File: src/rtl/mips_pkg.sv
// Shared definitions for the MIPS program loader: word width, default halt PC and
// the supervisor state encoding.
package mips_pkg;

    localparam int unsigned MIPS_W          = 32;
    localparam logic [31:0] DEFAULT_HALT_PC = 32'h0000_00FC;

    typedef enum logic [2:0] {
        StIdle,
        StLoad,
        StHold,
        StRun,
        StFin
    } loader_state_e;

endpackage

File: src/rtl/mips_prog_loader.sv
// Program loader and run supervisor: streams words into instruction memory with the core
// held in reset, releases it, then stops on a halt PC or when the cycle budget runs out.
module mips_prog_loader
    import mips_pkg::*;
#(
    parameter int unsigned          DATA_W     = MIPS_W,
    parameter int unsigned          DEPTH      = 64,
    parameter int unsigned          ADDR_W     = $clog2(DEPTH),
    parameter logic [DATA_W-1:0]    HALT_PC    = DATA_W'(DEFAULT_HALT_PC),
    parameter int unsigned          MAX_CYCLES = 1024,
    parameter int unsigned          CYC_W      = 16,
    parameter int unsigned          RESET_HOLD = 2
) (
    input  logic              clk,
    input  logic              reset,
    input  logic              start,
    input  logic              load_valid,
    output logic              load_ready,
    input  logic [DATA_W-1:0] load_data,
    input  logic              load_last,
    output logic              imem_we,
    output logic [ADDR_W-1:0] imem_addr,
    output logic [DATA_W-1:0] imem_wdata,
    output logic              core_reset,
    input  logic [DATA_W-1:0] pc_in,
    output logic              busy,
    output logic              done,
    output logic              timeout,
    output logic              overflow,
    output logic [ADDR_W:0]   word_count,
    output logic [CYC_W-1:0]  cycle_count
);

    localparam int unsigned   HOLD_W    = (RESET_HOLD > 1) ? $clog2(RESET_HOLD) : 1;
    localparam logic [ADDR_W:0]   LAST_IDX  = (ADDR_W + 1)'(DEPTH - 1);
    localparam logic [CYC_W-1:0]  CYC_LAST  = CYC_W'(MAX_CYCLES - 1);
    localparam logic [HOLD_W-1:0] HOLD_LAST = HOLD_W'(RESET_HOLD - 1);

    loader_state_e     state_q, state_d;
    logic [ADDR_W:0]   word_cnt_q, word_cnt_d;
    logic [CYC_W-1:0]  cyc_q, cyc_d;
    logic [HOLD_W-1:0] hold_q, hold_d;
    logic              done_q, done_d;
    logic              timeout_q, timeout_d;
    logic              overflow_q, overflow_d;
    logic              we_q, we_d;
    logic [ADDR_W-1:0] addr_q, addr_d;
    logic [DATA_W-1:0] wdata_q, wdata_d;
    logic              handshake;

    assign handshake = load_valid && (state_q == StLoad);

    always_comb begin
        state_d    = state_q;
        word_cnt_d = word_cnt_q;
        cyc_d      = cyc_q;
        hold_d     = hold_q;
        done_d     = done_q;
        timeout_d  = timeout_q;
        overflow_d = overflow_q;
        we_d       = 1'b0;
        addr_d     = addr_q;
        wdata_d    = wdata_q;

        unique case (state_q)
            StIdle, StFin: begin
                if (start) begin
                    state_d    = StLoad;
                    word_cnt_d = '0;
                    cyc_d      = '0;
                    done_d     = 1'b0;
                    timeout_d  = 1'b0;
                    overflow_d = 1'b0;
                end
            end
            StLoad: begin
                if (handshake) begin
                    we_d       = 1'b1;
                    addr_d     = word_cnt_q[ADDR_W-1:0];
                    wdata_d    = load_data;
                    word_cnt_d = word_cnt_q + 1'b1;
                    if (load_last) begin
                        state_d = StHold;
                        hold_d  = '0;
                    end else if (word_cnt_q == LAST_IDX) begin
                        // Memory is full and the program is still going: never wrap.
                        overflow_d = 1'b1;
                        state_d    = StFin;
                    end
                end
            end
            StHold: begin
                if (hold_q == HOLD_LAST) begin
                    state_d = StRun;
                end else begin
                    hold_d = hold_q + 1'b1;
                end
            end
            StRun: begin
                // Halt is checked first so it wins over a same-cycle timeout.
                if (pc_in == HALT_PC) begin
                    done_d  = 1'b1;
                    state_d = StFin;
                end else if (cyc_q == CYC_LAST) begin
                    timeout_d = 1'b1;
                    state_d   = StFin;
                end else begin
                    cyc_d = cyc_q + 1'b1;
                end
            end
            default: state_d = StIdle;
        endcase
    end

    always_ff @(posedge clk or negedge reset) begin
        if (!reset) begin
            state_q    <= StIdle;
            word_cnt_q <= '0;
            cyc_q      <= '0;
            hold_q     <= '0;
            done_q     <= 1'b0;
            timeout_q  <= 1'b0;
            overflow_q <= 1'b0;
            we_q       <= 1'b0;
            addr_q     <= '0;
            wdata_q    <= '0;
        end else begin
            state_q    <= state_d;
            word_cnt_q <= word_cnt_d;
            cyc_q      <= cyc_d;
            hold_q     <= hold_d;
            done_q     <= done_d;
            timeout_q  <= timeout_d;
            overflow_q <= overflow_d;
            we_q       <= we_d;
            addr_q     <= addr_d;
            wdata_q    <= wdata_d;
        end
    end

    // After a normal finish the core keeps spinning in its halt loop; after overflow it stays held.
    assign core_reset  = !((state_q == StRun) || ((state_q == StFin) && !overflow_q));
    assign load_ready  = (state_q == StLoad);
    assign busy        = (state_q == StLoad) || (state_q == StHold) || (state_q == StRun);
    assign imem_we     = we_q;
    assign imem_addr   = addr_q;
    assign imem_wdata  = wdata_q;
    assign done        = done_q;
    assign timeout     = timeout_q;
    assign overflow    = overflow_q;
    assign word_count  = word_cnt_q;
    assign cycle_count = cyc_q;

endmodule

File: config.mk
export PLATFORM = sky130hd
export DESIGN_NAME = mips_prog_loader
export DESIGN_NICKNAME = d
export VERILOG_FILES = /design/src/rtl/mips_pkg.sv /design/src/rtl/mips_prog_loader.sv
export SDC_FILE = /design/constraint.sdc
export NUM_CORES = 1
export LEC_CHECK = 0
export BUFFER_PORTS_ARGS = -buffer_cell sky130_fd_sc_hd__clkbuf_2
export CAP_MARGIN = 10
export CORE_ASPECT_RATIO = 1.5
export CORE_UTILIZATION = 43
export CTS_CLUSTER_SIZE = 14
export DETAILED_ROUTE_END_ITERATION = 6
export GPL_TIMING_DRIVEN = 0
export HOLD_SLACK_MARGIN = 0.06
export PLACE_DENSITY_LB_ADDON = 0.25
export SYNTH_ARGS = -nofsm -noshare
export SYNTH_HDL_FRONTEND = slang
export SYNTH_SLANG_ARGS = --single-unit
File: constraint.sdc
create_clock -name clk -period 1.9 [get_ports clk]
set_clock_uncertainty 0.1 [all_clocks]
set_input_delay 0.19 -clock clk [delete_from_list [all_inputs] [get_ports clk]]
set_output_delay 0.19 -clock clk [all_outputs]
set_load 0.005 [all_outputs]
==> out/results.ini, run 1 <==
[synth]
synthArstFlopShare = 1.00
ys.warnings.count = 0
synth-seq-cells = 69
synth_area_um2 = 3190
synth_commonest_cells = nand2_1 (132), dfrtp_1 (69), nor2_1 (25)
synth_top_cell_area_share = 0.542
syn_inst = 365
avgSynthCellArea_um2 = 8.73
synth-main-ff-cell = dfrtp_1
synth.most_common_cell = nand2_1
synth_cell_types = 45
synth_area_leaders = dfrtp_1 (54%), nand2_1 (16%), a31oi_1 (4.3%)
synth_edf_count = 0
syn_nets = 436
synth_top_cell_by_area = dfrtp_1
ys_seq_area_frac = 0.542

[setup_path]
cp_top_family = compound AO/OA/AOI/OAI gates
rrSetupSlack_ps = -60
critPathBufInv = 0
worstReg2RegEnd = state_q[2]$_DFFE_PN0P_
max_stage_delay_ps = 370
critPathMaxFanout = 5
rr_startpoint = cycle_count[0]$_DFFE_PN0P_
cp.arrival_ps = 2080
critPathLaunch = cycle_count[0]$_DFFE_PN0P_
cp-end-kind = register
crit_type = reg2reg
cpMaxStageDelayCell = dfrtp_1
ff2ff_path_depth = 6
path_depth = 6
critPathCapture = state_q[2]$_DFFE_PN0P_
cp.required_ps = 2030
path_cells = ha_2 > and4_4 > nand2_2 > o21a_4 > a211o_1 > mux2_4
start_kind = register

[drt]
route.detailed.drc = 0
drtIter0Drc = 197
vias = 3403
wl_per_cell_um = 14.0
firstDrtPassIters = 5
ant_nets = 0
postRouteWirelength_mm = 9.34
via_per_inst = 5.09

[power_and_ir_drop]
irDropWorstVdd_v = 0.000561
pwr_density_cell_nw_per_um2 = 692
fin_total_pwr_w = 0.00333
p_leak_nw = 2.63

[grt]
grt_max_degree = 41
antenna_found_initial = 0
grt_pass1_vias = 3267
overflow = 0
groute.usage.overall = 0.249
grt_pass1_wl_mm = 14.9

[clock_network]
htreeDepth = 3
clk_pin_slew_ps = 70
cts_root_buffer = clkbuf_8
cts_tree = done
clk_latency_ps = 340
cts_sinks = 69
cts_made_buffers = 9
cts_max_path_buffers = 2

[sta]
worst_pin_slew_ps = 505
final.min_clock_period_ps = 1960
rsz0062_at_grt = yes
final-hold-violation-count = 0
relSlewSlack = 0.663
worst_slack_ps = -57.1
period_share = 1.03
clock.fmax_ghz = 0.511
whs_ps = 81.6
drv_slew = 0
setup-violations-final = 2

[floorplanning]
core_um2 = 7180
die_w_um = 72.3
start_util = 0.444
dieArea_um2 = 7770
row_count = 38
die_h_um = 107
ios = 137

[final_layout]
diodes = 0
fin_nets = 634
instances_no_fill = 668
final_util = 0.670
layout-drive-gt1-share = 0.345
area_delta_synth_final_pct = 50.9

[placed_design]
dp_hpwl_mm = 6.10
dp.cells = 602
gp_congestion = 0.919
io_buffers = 136

[status]
outcome = complete, but fails checks
violations = negative setup slack

[flow_run]
maxCapViolCount = 0

[min_path]
hp-class = in2reg

==> placed cells by master (no fill, tap or decap), types with 12 or more instances in the layout <==
master	netlist	final
a31oi_1	22	19
buf_4	0	18
clkbuf_1	12	13
clkbuf_2	0	134
dfrtp_1	69	67
dlygate4sd3_1	0	34
nand2_1	132	130
nand3_1	13	13
nor2_1	25	25
o21ai_0	13	12
==> layer usage <==
metal	vias to the layer above	GRT usage	part of all wire
li1	1627	-	-
met4	0	0.129	0.022
met1	1616	0.293	0.39
met3	19	0.0552	0.060
met5	-	0	0
met2	141	0.421	0.53
==> tightest hold or removal path, cell delays in order <==
cell      delay, ps
clkbuf_2         90
nor2_1           40
a21oi_1         130
nor2_1           40
==> worst min-delay path by stage <==
stage,from,endpoint,cells past startpoint
4_1_cts,load_last,overflow$_DFFE_PN0P_,4
3_5_place_dp,reset,cycle_count[10]$_DFFE_PN0P_,1
3_3_place_gp,load_data[25],imem_wdata[25]$_DFFE_PN0P_,3
5_1_grt,load_last,overflow$_DFFE_PN0P_,4
6_report,load_last,overflow$_DFFE_PN0P_,4
2_1_floorplan,reset,cycle_count[0]$_DFFE_PN0P_,0
==> cells by family (layout without fill, tap and decap cells) <==
logic type | Yosys count | in the layout | share of synthesized area
and+or+nand+nor | 205 | 205 | 0.282
DFF | 69 | 69 | 0.542
AOI/OAI and AO/OA | 54 | 54 | 0.108
buffers and inverters | 28 | 231 | 0.0373
xor gates and xnor gates | 4 | 4 | 0.0110
muxes | 3 | 3 | 0.0126
adders and majority gates | 2 | 2 | 0.00785
==> sequential cells by signal, summed over array words and instances, names as in the netlist, 3 cells and up <==
name	flops
imem_addr	6
word_count	7
cycle_count	16
state_q	3
imem_wdata	32
==> area by class of cell <==
type / count / area, um^2
buffer: 16 / 96.3
clock buffer: 12 / 135
clock inverter: 4 / 72.6
fill: 587 / 2370
inverter: 10 / 40.0
multi-input combinational: 268 / 1430
sequential: 69 / 1730
tap: 100 / 125
timing repair buffer: 189 / 1180
==> power breakdown <==
| part | internal, W | leakage, nW | switching (W) | total [W] |
|---|---|---|---|---|
| Combinational | 0.000226 | 1.62 | 0.000183 | 0.000409 |
| Clock | 0.000739 | 0.101 | 0.000539 | 0.00128 |
| Sequential | 0.00157 | 0.912 | 0.0000675 | 0.00164 |
==> through the flow <==
stage / instance area [um^2] / setup TNS (ps) / worst slack (ps)
after floorplan: 3200 / -20.9 / -10.5
after CTS: 4710 / -256 / -94.2
after global routing: 4810 / -309 / -99.4
after detailed placement: 4030 / -4510 / -310
after global placement: 4000 / -4260 / -269
final: 4810 / -104 / -57.1
==> what timing repair did <==
action	CTS	global route
hold buffers	34	0
pin swaps	6	7
buffers inserted	10	8
hold endpoints to repair	62	0
gates resized for setup	16	14
gates cloned	0	0
setup endpoints to repair	53	40
Note: power is estimated with default switching activity, not from simulation.
==> run 2: changes to the inputs <==
- CELL_PAD_IN_SITES_DETAIL_PLACEMENT: default -> 1
- CELL_PAD_IN_SITES_GLOBAL_PLACEMENT: default -> 2
- CORE_UTILIZATION: 43 -> 24
==> run 2 against run 1 <==
The run still ends with negative setup slack left. Sequential share of layout area decreased by 2.1 points. Final area grew 6.5%. Clock power increased by 34%. Worst setup slack got worse by 21 ps. Fmax decreased by 1.1%. Non-clock buffer count down 2. Largest power group is now the clock network.
==> out/results.ini, run 2 (synthesized netlist as in run 1, its figures left out) <==
[floorplanning]
start_util = 0.246  ; was 0.444
core_um2 = 13000  ; was 7180 um^2
die_h_um = 143  ; was 107 um
die_w_um = 96.1  ; was 72.3 um
row_count = 51  ; was 38
dieArea_um2 = 13800  ; was 7770 um^2
ios = 137  ; unchanged

[setup_path]
cp.arrival_ps = 2100  ; was 2080 ps
cp.required_ps = 2020  ; was 2030 ps
critPathMaxFanout = 6  ; was 5
cp-end-kind = register  ; unchanged
start_kind = register  ; unchanged
crit_type = reg2reg  ; unchanged

[power_and_ir_drop]
swShare = 0.254  ; was 0.237
pwr_density_cell_nw_per_um2 = 740  ; was 692 nW/um^2
comb_power_share = 0.111  ; was 0.123
switchingPower_w = 0.000961  ; was 0.000790 W
intPower_w = 0.00283  ; was 0.00254 W
seqPwrFrac = 0.435  ; was 0.493
pwr-share-clk = 0.455  ; was 0.384
fin_total_pwr_w = 0.00379  ; was 0.00333 W
irDropWorstVdd_v = 0.000380  ; was 0.000561 V
p_leak_nw = 2.72  ; was 2.63 nW

[placed_design]
io_buffers = 136  ; unchanged
pre_cts_ws_ps = -378  ; was -310 ps
gp_congestion = 0.732  ; was 0.919
dp_hpwl_mm = 8.02  ; was 6.10 mm
dpl_cell_area_um2 = 4100  ; was 4030 um^2

[grt]
grt_pass1_wl_mm = 17.9  ; was 14.9 mm
groute.usage.overall = 0.170  ; was 0.249
grt_pass1_vias = 3699  ; was 3267
antenna_found_initial = 0  ; unchanged
overflow = 0  ; unchanged
grt_max_degree = 39  ; was 41

[final_layout]
final_cell_mix = clkbuf_2 (139), nand2_1 (130), dfrtp_1 (64)  ; was clkbuf_2 (134), nand2_1 (130), dfrtp_1 (67)
layout-drive-gt1-share = 0.382  ; was 0.345
largest_reg_flops = 32  ; unchanged
area_delta_synth_final_pct = 60.7  ; was 50.9%
layout_commonest_cell = clkbuf_2  ; unchanged
fin_area_um2 = 5120  ; was 4810 um^2
fin_nets = 632  ; was 634
diodes = 0  ; unchanged

[clock_network]
cts_tree = done  ; unchanged
cts_sinks = 69  ; unchanged
cts_root_buffer = clkbuf_16  ; was clkbuf_8
htreeDepth = 3  ; unchanged
clk_latency_ps = 330  ; was 340 ps
cts_max_path_buffers = 2  ; unchanged
cts_made_buffers = 9  ; unchanged
clk_pin_slew_ps = 60  ; was 70 ps

[drt]
firstDrtPassIters = 4  ; was 5
ant_nets = 0  ; unchanged
drtIter0Drc = 76  ; was 197
route.detailed.drc = 0  ; unchanged
via_per_inst = 4.69  ; was 5.09
postRouteWirelength_mm = 11.2  ; was 9.34 mm
vias = 3399  ; was 3403
wl_per_cell_um = 15.5  ; was 14.0 um

[sta]
worst_slack_ps = -78.5  ; was -57.1 ps
period_share = 1.04  ; was 1.03
relSlewSlack = 0.577  ; was 0.663
rsz0062_at_grt = yes  ; unchanged
worst_pin_slew_ps = 634  ; was 505 ps
final.min_clock_period_ps = 1980  ; was 1960 ps
final-hold-violation-count = 0  ; unchanged
clock.fmax_ghz = 0.505  ; was 0.511 GHz
setup-violations-final = 2  ; unchanged
drv_slew = 0  ; unchanged

[flow_run]
maxCapViolCount = 0  ; unchanged

[min_path]
hp-class = in2reg  ; unchanged

[status]
violations = negative setup slack  ; unchanged
outcome = complete, but fails checks  ; unchanged

run 2: what timing repair did:
action                                  CTS  global route
hold buffers                             33             0
pin swaps                                 6             6
hold endpoints to repair                 63             0
gates cloned                              0             1
setup buffers                            11             5
endpoints found under the setup margin   63            45
resized for setup                        33            26
run 2: power by group through the flow:
| stage | sequential [W] | combinational (W) | clock, W |
|---|---|---|---|
| 2_1_floorplan | 0.00167 | 0.000103 | 0 |
| 3_3_place_gp | 0.00167 | 0.000339 | 0 |
| 3_5_place_dp | 0.00168 | 0.000353 | 0 |
| 4_1_cts | 0.00165 | 0.000424 | 0.00179 |
| 5_1_grt | 0.00166 | 0.000473 | 0.00182 |
| 6_report | 0.00165 | 0.000419 | 0.00172 |
run 2: per-stage QoR:
stage	hold WS, ps	std cells	TNS [ps]	utilization
floorplan	-206	365	-20.9	-
global placement	279	660	-20120	0.315
detailed placement	114	661	-9360	0.317
CTS	93.7	719	-210	0.382
global route	114	725	-467	0.395
finish	98.7	725	-142	0.395
run 2: worst paths after layout:
check                      slack, ps                           to  cells past startpoint                        start
setup / recovery                 -80       state_q[0]$_DFFE_PN0P_                      5  cycle_count[13]$_DFFE_PN0P_
hold / removal                   100       state_q[1]$_DFFE_PN0P_                      3                   load_valid
setup reg to reg                 -80       state_q[0]$_DFFE_PN0P_                      5  cycle_count[13]$_DFFE_PN0P_
hold reg to reg                  380   imem_wdata[22]$_DFFE_PN0P_                      2   imem_wdata[22]$_DFFE_PN0P_
max in group asynchronous        810   imem_wdata[19]$_DFFE_PN0P_                      3                        reset
min in group asynchronous        290  cycle_count[14]$_DFFE_PN0P_                      2                        reset
run 2: area by class of cell:
class                      count  area, um^2
fill                        1550        7830
sequential                    69        1730
tap                          159         199
timing repair buffer         187        1180
multi-input combinational    268        1540
buffer                        16         123
clock inverter                 7        75.1
clock buffer                   9         225
inverter                      10        40.0
run 2: critical path: stages (launching register included):
cell	delay (ps)
dfrtp_2	420
nor4_4	280
nand4_1	170
o21a_4	260
a211o_1	320
mux2_4	320
run 2: layer usage:
layer  part of all wire  vias up  global-route usage
met5                  0        -                   0
li1                   -     1627                   -
met4              0.022        0              0.0652
met3              0.049       19              0.0421
met1               0.39     1656               0.184
met2               0.54       97               0.308
